**config.mk**
```make
export PLATFORM = sky130hd
export DESIGN_NAME = sat_counter
export DESIGN_NICKNAME = d
export VERILOG_FILES = /design/src/rtl/sat_counter.sv
export SDC_FILE = /design/constraint.sdc
export NUM_CORES = 1
export LEC_CHECK = 0
export ABC_AREA = 1
export CAP_MARGIN = 20
export CELL_PAD_IN_SITES_DETAIL_PLACEMENT = 2
export CELL_PAD_IN_SITES_GLOBAL_PLACEMENT = 2
export CORE_MARGIN = 5
export CORE_UTILIZATION = 28
export DETAILED_ROUTE_END_ITERATION = 6
export HOLD_SLACK_MARGIN = 0.1
export PLACE_DENSITY = 0.85
export SKIP_CTS_REPAIR_TIMING = 1
export SYNTH_ARGS = -nofsm -noshare
export SYNTH_HDL_FRONTEND = slang
export SYNTH_SLANG_ARGS = --single-unit
```
**constraint.sdc**
```tcl
create_clock -name clk -period 2.1 [get_ports clk]
set_clock_uncertainty 0.1 [all_clocks]
set_input_delay 0.525 -clock clk [delete_from_list [all_inputs] [get_ports clk]]
set_output_delay 0.525 -clock clk [all_outputs]
set_load 0.02 [all_outputs]
```
**src/rtl/sat_counter.sv**
```systemverilog
// 32-bit up counter with synchronous clear and enable; sticks at all-ones.
module sat_counter #(
  parameter logic [31:0] CLR_VAL = 32'h0
) (
  input  logic        clk,
  input  logic        clr,
  input  logic        en,
  output logic [31:0] cnt
);
  always_ff @(posedge clk) begin
    if (clr)
      cnt <= CLR_VAL;
    else if (en && cnt != 32'hFFFF_FFFF)
      cnt <= cnt + 32'd1;
  end
endmodule

```
### Yosys cells after proc, flatten, opt, wreduce, memory -nomap -nowiden

Cells that the tools add are included.

| cells by class | value |
|---|---|
| $add $sub $neg | 1 |
| equal/unequal tests | 1 |
| reduce and logical (&&, ||, !) cells | 1 |

Operators by type and width:

| operator | count |
|---|---|
| 32-bit by 1-bit adder with 32-bit output, second input constant | 1 |
| 32-bit != test, second input constant | 1 |
| 1-bit logical AND | 1 |

| storage, ports and cells | value |
|---|---|
| bits in registers | 32 |
| word-level logic and storage cells | 4 |
| output and inout port bits | 32 |
| bits of input ports | 3 |

### Depth between registers and ports, before layout

Gate-level depths: netlist of the first run.

| logic depth | value |
|---|---|
| depth in word-level cells | 2 |
| mapped depth | 11 |
| mapped depth without buffers | 10 |

### Worst setup path after synthesis of the first run

No wires, ideal clock.

| timing path | value |
|---|---|
| path type | register to register |
| from | register cnt[0] |
| to | register cnt[17] |
| path slack | 0.303 ns |
| setup time | 0.115 ns |
| period minus slack after synthesis | 1.797 ns |
| required time | 1.885 ns |
| data arrival time | 1.581 ns |
| buffers on the path | 1 |
| cell stages (with the launch flop) | 10 |
| cell sequence | dfxtp_1 ha_1 inv_1 nor2_4 nand2_4 nor2_8 nand3_2 buf_6 a21oi_1 nor2_1 |

| on the way | value |
|---|---|
| word-level cells in the longest chain between the ends | 2 |
| elaborated cells on any way between the ends | 3 |
| those cells by class | 1 x add/sub; 1 x eq/ne; 1 x reduce/logical |

Ends and longest elaborated chain:

| item | RTL line | source |
|---|---|---|
| start, declared | 8 | `output logic [31:0] cnt` |
| start signal, assigned | 14 | `cnt <= cnt + 32'd1;` |
| branches (longest 2 deep; another with 32-bit by 1-bit adder with 32-bit output) | - |  |

Parallel ways; which one is timed is not known.
A chain may end at the register's enable or synchronous reset.

### Worst setup path in the final report of the first run

| timing path | value |
|---|---|
| from | register cnt[2] |
| to | output port cnt[2] |

No word-level cell between the ends.

==> flow_metrics.tcl, run 1 <==
set metrics [dict create \
    vias_per_cell 4.89 \
    outcome "finished clean" \
    yosysWarnings 0 \
    grt_use_met1 0.225 \
    synth_top_area_cell "dfxtp_1" \
    p_sw_frac 0.247 \
    cp_slowest_stage_delay_ns 0.66 \
    power_leakage_nw 1.10 \
    syn_inst 324 \
    grt_max_degree 21 \
    placed_area_mm2 0.00257 \
    cts.sinks 32 \
    grtUsageMet2 0.322 \
    fmax_ghz 0.488 \
    avgSynthCellArea_um2 6.36 \
    wl_per_cell_um 16.9 \
    preCtsSetupSlack_ns -0.0348 \
    die_h_um 95.8 \
    overflow 0 \
    crit_family "buffers and inverters" \
    area_growth_pct 29.9 \
    initial_core_util 0.286 \
    grt_pass1_vias 2537 \
    cp-start-kind "flip-flop" \
    drv_slew 0 \
    ys_seq_area_frac 0.311 \
    yosys-top-cells-area "dfxtp_1 31%, nand2_1 16%, nor2_1 12%" \
    grt_use_total 0.183 \
    wl_um 7950 \
    critPathCaptureType "primary output" \
    cp_slowest_cell "clkdlybuf4s50_1" \
    combPwrFrac 0.053 \
    largest_reg_flops 32 \
    worst_pin_slew_ns 0.369 \
    fin_tns_setup_ns 0 \
    cp_cell_sequence "clkdlybuf4s50_1" \
    synth-simple-area-share 0.528 \
    routabilityCongestion 0.807 \
    seq_power_share 0.515 \
    die_w_um 95.8 \
    clkSlewWorstSetupHoldPaths_ns 0.07 \
    synth_mux_area_frac 0 \
    drive_gt1_frac 0.151 \
    core_mm2 0.00721 \
    worstSkewPairLatency_ns 0.29 \
    path_depth 1 \
    worstPathArrival_ns 1.42 \
    cts.path.max_buffers 2 \
    hold_viol 0 \
    hold_path_class "reg -> reg" \
    multi_input_area_mm2 0.00125 \
    synthAdderAreaFrac 0.00607 \
    diodes 0 \
    fp.dieArea_mm2 0.00918 \
    stdcell_count 470 \
    worstPathRequired_ns 1.47 \
    ys_types 26 \
    syn_nets 328 \
    synth_area_mm2 0.00206 \
    power_switching_w 0.000294 \
    ctsHtreeMaxLevel 2 \
    post-route-drc-count 0 \
    synth_seq_cells 32 \
    use_met3 0.0281 \
    boundaryPins 35 \
    post-route-period-util 0.975 \
    nNetsFinal 374 \
    ir_worst_vdd_v 0.000261 \
    placed_cells 462 \
    rows 31 \
    place.port_buffers 34 \
    setup_viol 0 \
    regMostFlops "cnt" \
    finalCriticalPeriod_ns 2.05 \
    internal_power_w 0.000896 \
    regArea_um2 641 \
    rr_worst_depth 9 \
    max_cap_viol_count 0 \
    antenna_left 0 \
    dr.pass1.iters 4 \
    max_slew_margin 0.753 \
    final_area_mm2 0.00268 \
    cts_root_buf "clkbuf_8" \
    synth_top_family_by_area "simple AND/OR/NAND/NOR gates" \
    grt_pass1_wl_um 12900 \
    dp_hpwl_um 5940 \
    cts_tree "built" \
    fin_ws_ns 0.0517 \
    p_clk_frac 0.433 \
    top_usage_layer "met2" \
    fillers 889 \
    crit_type "reg -> out" \
    synth-compound-area-share 0.0631 \
    path_buf_inv 1 \
    top_regs "cnt x32" \
    power_density_mw_per_mm2 445 \
    antenna_found_initial 0 \
    synth_top_area_frac 0.311 \
    num_vias 2300 \
    rsz0062_at_grt "false" \
    worst-path-max-fanout 6 \
    drt_iter0_drc 106 \
    cts_made_buffers 5 \
    synth_xor_area_frac 0 \
    hold_depth 2 \
]
-- worst min-delay path: cells and delay by family (launching register included) --
kind,cells,cell delay [ns]
AOI/OAI and AO/OA,1,0.05
and+or+nand+nor,1,0.08
DFF,1,0.34
-- final timing paths --
| check | from | slack [ns] | to |
|---|---|---|---|
| setup / recovery | cnt[2] | 0.05 | cnt[2] |
| hold / removal | cnt[1] | 0.42 | cnt[1] |
| setup reg to reg | cnt[0] | 0.12 | cnt[5] |
| hold reg to reg | cnt[1] | 0.42 | cnt[1] |
-- power by group through the flow --
stage | clock, W | sequential (W) | combinational [W]
2_1_floorplan | 0 | 0.000630 | 0.0000290
3_3_place_gp | 0 | 0.000627 | 0.0000585
3_5_place_dp | 0 | 0.000627 | 0.0000619
4_1_cts | 0.000529 | 0.000613 | 0.0000623
5_1_grt | 0.000557 | 0.000613 | 0.0000675
6_report | 0.000515 | 0.000613 | 0.0000627
-- layout make-up --
| cell class | count | share of cell area |
|---|---|---|
| Timing Repair Buffer | 47 | 0.168 |
| Inverter | 32 | 0.0449 |
| Clock inverter | 2 | 0.00374 |
| Multi-Input combinational cell | 252 | 0.467 |
| Tap cell | 99 | 0.0463 |
| Clock buffer | 6 | 0.0308 |
| Sequential cell | 32 | 0.239 |
-- synthesized netlist by cell type, drive strengths merged --
cell	number
clkinv	1
dfxtp	32
a21oi	19
nor3	4
nand4	14
a31oi	5
buf	8
nand3	31
nor2	79
ha	1
nand3b	1
inv	31
nand2	97
and2	1
-- cells in the final DEF, fill, tap and decap left out, types with 12 or more instances in the layout --
cell type	n
buf_4	12
clkdlybuf4s50_1	34
inv_1	28
nand2_1	88
nand3_1	24
a21oi_1	18
dfxtp_1	32
nand4_1	12
nor2_1	68
-- kinds of logic (layout without fill, tap and decap cells) --
kind of cell	after synthesis	count (layout)
flip-flops	32	32
AND/OR/NAND/NOR	227	227
AO/OA/AOI/OAI	24	24
buffers and inverters	40	87
adder cells (fa/ha/maj)	1	1
-- stage by stage --
stage               hold WS, ns  utilization  power [W]
floorplan                 0.457            -   0.000659
global placement          0.396        0.356   0.000685
detailed placement        0.406        0.356   0.000689
CTS                       0.417        0.369    0.00120
global route              0.441        0.371    0.00124
finish                    0.421        0.371    0.00119
-- metal layers --
metal  vias to the layer above  wire, um
met3                         9       165
met4                         0       146
li1                       1128         -
met1                      1133      3690
met5                         -         0
met2                        30      3940
Note: power is estimated with default switching activity, not from simulation.
==> run 2: changes to the inputs <==
Settings changed: CTS_CLUSTER_DIAMETER set to 200.
==> results of run 2 <==
The final DEF is identical to that of run 1; final timing and power are the same.
==> run 3: changes to the inputs <==
Settings changed: MAX_ROUTING_LAYER set to met4.
==> run 3 against run 2 <==
Against the previous run:
- combinational power about the same
- highest routed layer unchanged
- routed wire length decreased by 0.39%
- sequential share of layout area unchanged
- largest cell class unchanged
==> flow_metrics.tcl, run 3 (synthesized netlist as in run 1, its figures left out) <==
set metrics [dict create \
    drt_iter0_drc 98 \
    top_regs "cnt x32" \
    crit_family "buffers and inverters" \
    final_cell_mix "88 x nand2_1, 68 x nor2_1, 34 x clkdlybuf4s50_1, 32 x dfxtp_1, 28 x inv_1" \
    cp-start-kind "flip-flop" \
    ctsHtreeMaxLevel 2 \
    outcome "finished clean" \
    clkSlewWorstSetupHoldPaths_ns 0.07 \
    die_h_um 95.8 \
    core_mm2 0.00721 \
    dr.pass1.iters 4 \
    grt_pass1_vias 2533 \
    routabilityCongestion 0.819 \
    worstPathRequired_ns 1.47 \
    post-route-period-util 0.976 \
    wl_per_cell_um 16.8 \
    rows 31 \
    cts.path.max_buffers 2 \
    fp.dieArea_mm2 0.00918 \
    worst_pin_slew_ns 0.366 \
    hold_path_class "reg -> reg" \
    antenna_found_initial 0 \
    final_common_cell "nand2_1" \
    worst_hold_slack_ns 0.421 \
    setup_viol 0 \
    power_leakage_nw 1.10 \
    fillers 889 \
    max_cap_viol_count 0 \
    cts_tree "built" \
    cp_slowest_stage_delay_ns 0.67 \
    grt_max_degree 21 \
    power_density_mw_per_mm2 445 \
    vias_per_cell 4.89 \
    cts_made_buffers 5 \
    crit_type "reg -> out" \
    fmax_ghz 0.488 \
    diodes 0 \
    cp_slowest_cell "clkdlybuf4s50_1" \
    grt_pass1_wl_um 12900 \
    wl_um 7920 \
    worstSkewPairLatency_ns 0.29 \
    antenna_left 0 \
    area_growth_pct 29.9 \
    cts_root_buf "clkbuf_8" \
    post-route-drc-count 0 \
    dp_hpwl_um 5940 \
    boundaryPins 35 \
    nNetsFinal 374 \
    final_area_mm2 0.00268 \
    die_w_um 95.8 \
    path_buf_inv 1 \
    grt_use_total 0.188 \
    initial_core_util 0.286 \
    placed_area_mm2 0.00257 \
    ir_worst_vdd_v 0.000261 \
    worst-path-max-fanout 6 \
    max_slew_margin 0.754 \
    num_vias 2299 \
    cts.sinks 32 \
    worstPathArrival_ns 1.42 \
    finalCriticalPeriod_ns 2.05 \
    critPathCaptureType "primary output" \
    regMostFlops "cnt" \
    hold_viol 0 \
    largest_reg_flops 32 \
    cp_cell_sequence "clkdlybuf4s50_1" \
    overflow 0 \
    place.port_buffers 34 \
    drv_slew 0 \
    drive_gt1_frac 0.151 \
]
==> run 3: final cells by class <==
| type | count | area [um2] | area share |
|---|---|---|---|
| multi-input cells | 252 | 1250 | 0.467 |
| flip-flops and latches | 32 | 641 | 0.239 |
| repair buffers | 47 | 450 | 0.168 |
| well taps | 99 | 124 | 0.0463 |
| inverters | 32 | 120 | 0.0449 |
| clock buffers | 6 | 82.6 | 0.0308 |
| clock inverters | 2 | 10.0 | 0.00374 |
==> run 3: per-stage QoR <==
stage	setup slack (ns)	util	power, W	setup TNS (ns)	std cells
finish	0.0501	0.371	0.00119	0	470
global route	-0.00244	0.371	0.00124	-0.00244	470
CTS	0.0311	0.369	0.00120	0	470
detailed placement	-0.0348	0.356	0.000689	-0.0389	462
global placement	0.0394	0.356	0.000685	0	462
floorplan	0.303	-	0.000659	0	324
==> run 3: worst paths after layout <==
check	start	end	slack [ns]	depth (start not counted)
max	cnt[2]	cnt[2]	0.05	1
min	cnt[1]	cnt[1]	0.42	2
max reg2reg	cnt[21]	cnt[5]	0.12	8
min reg2reg	cnt[1]	cnt[1]	0.42	2
==> run 3: report_power, final <==
group          leakage, nW  internal, W  switching, W
combinational        0.788    0.0000251     0.0000374
sequential           0.258     0.000609    0.00000367
clock               0.0510     0.000262      0.000253
total                 1.10     0.000896      0.000295
==> run 3: layer usage <==
metal	GRT usage	wire, um
met5	-	0
met2	0.322	3930
met3	0.0281	187
met1	0.226	3660
met4	0.0616	145
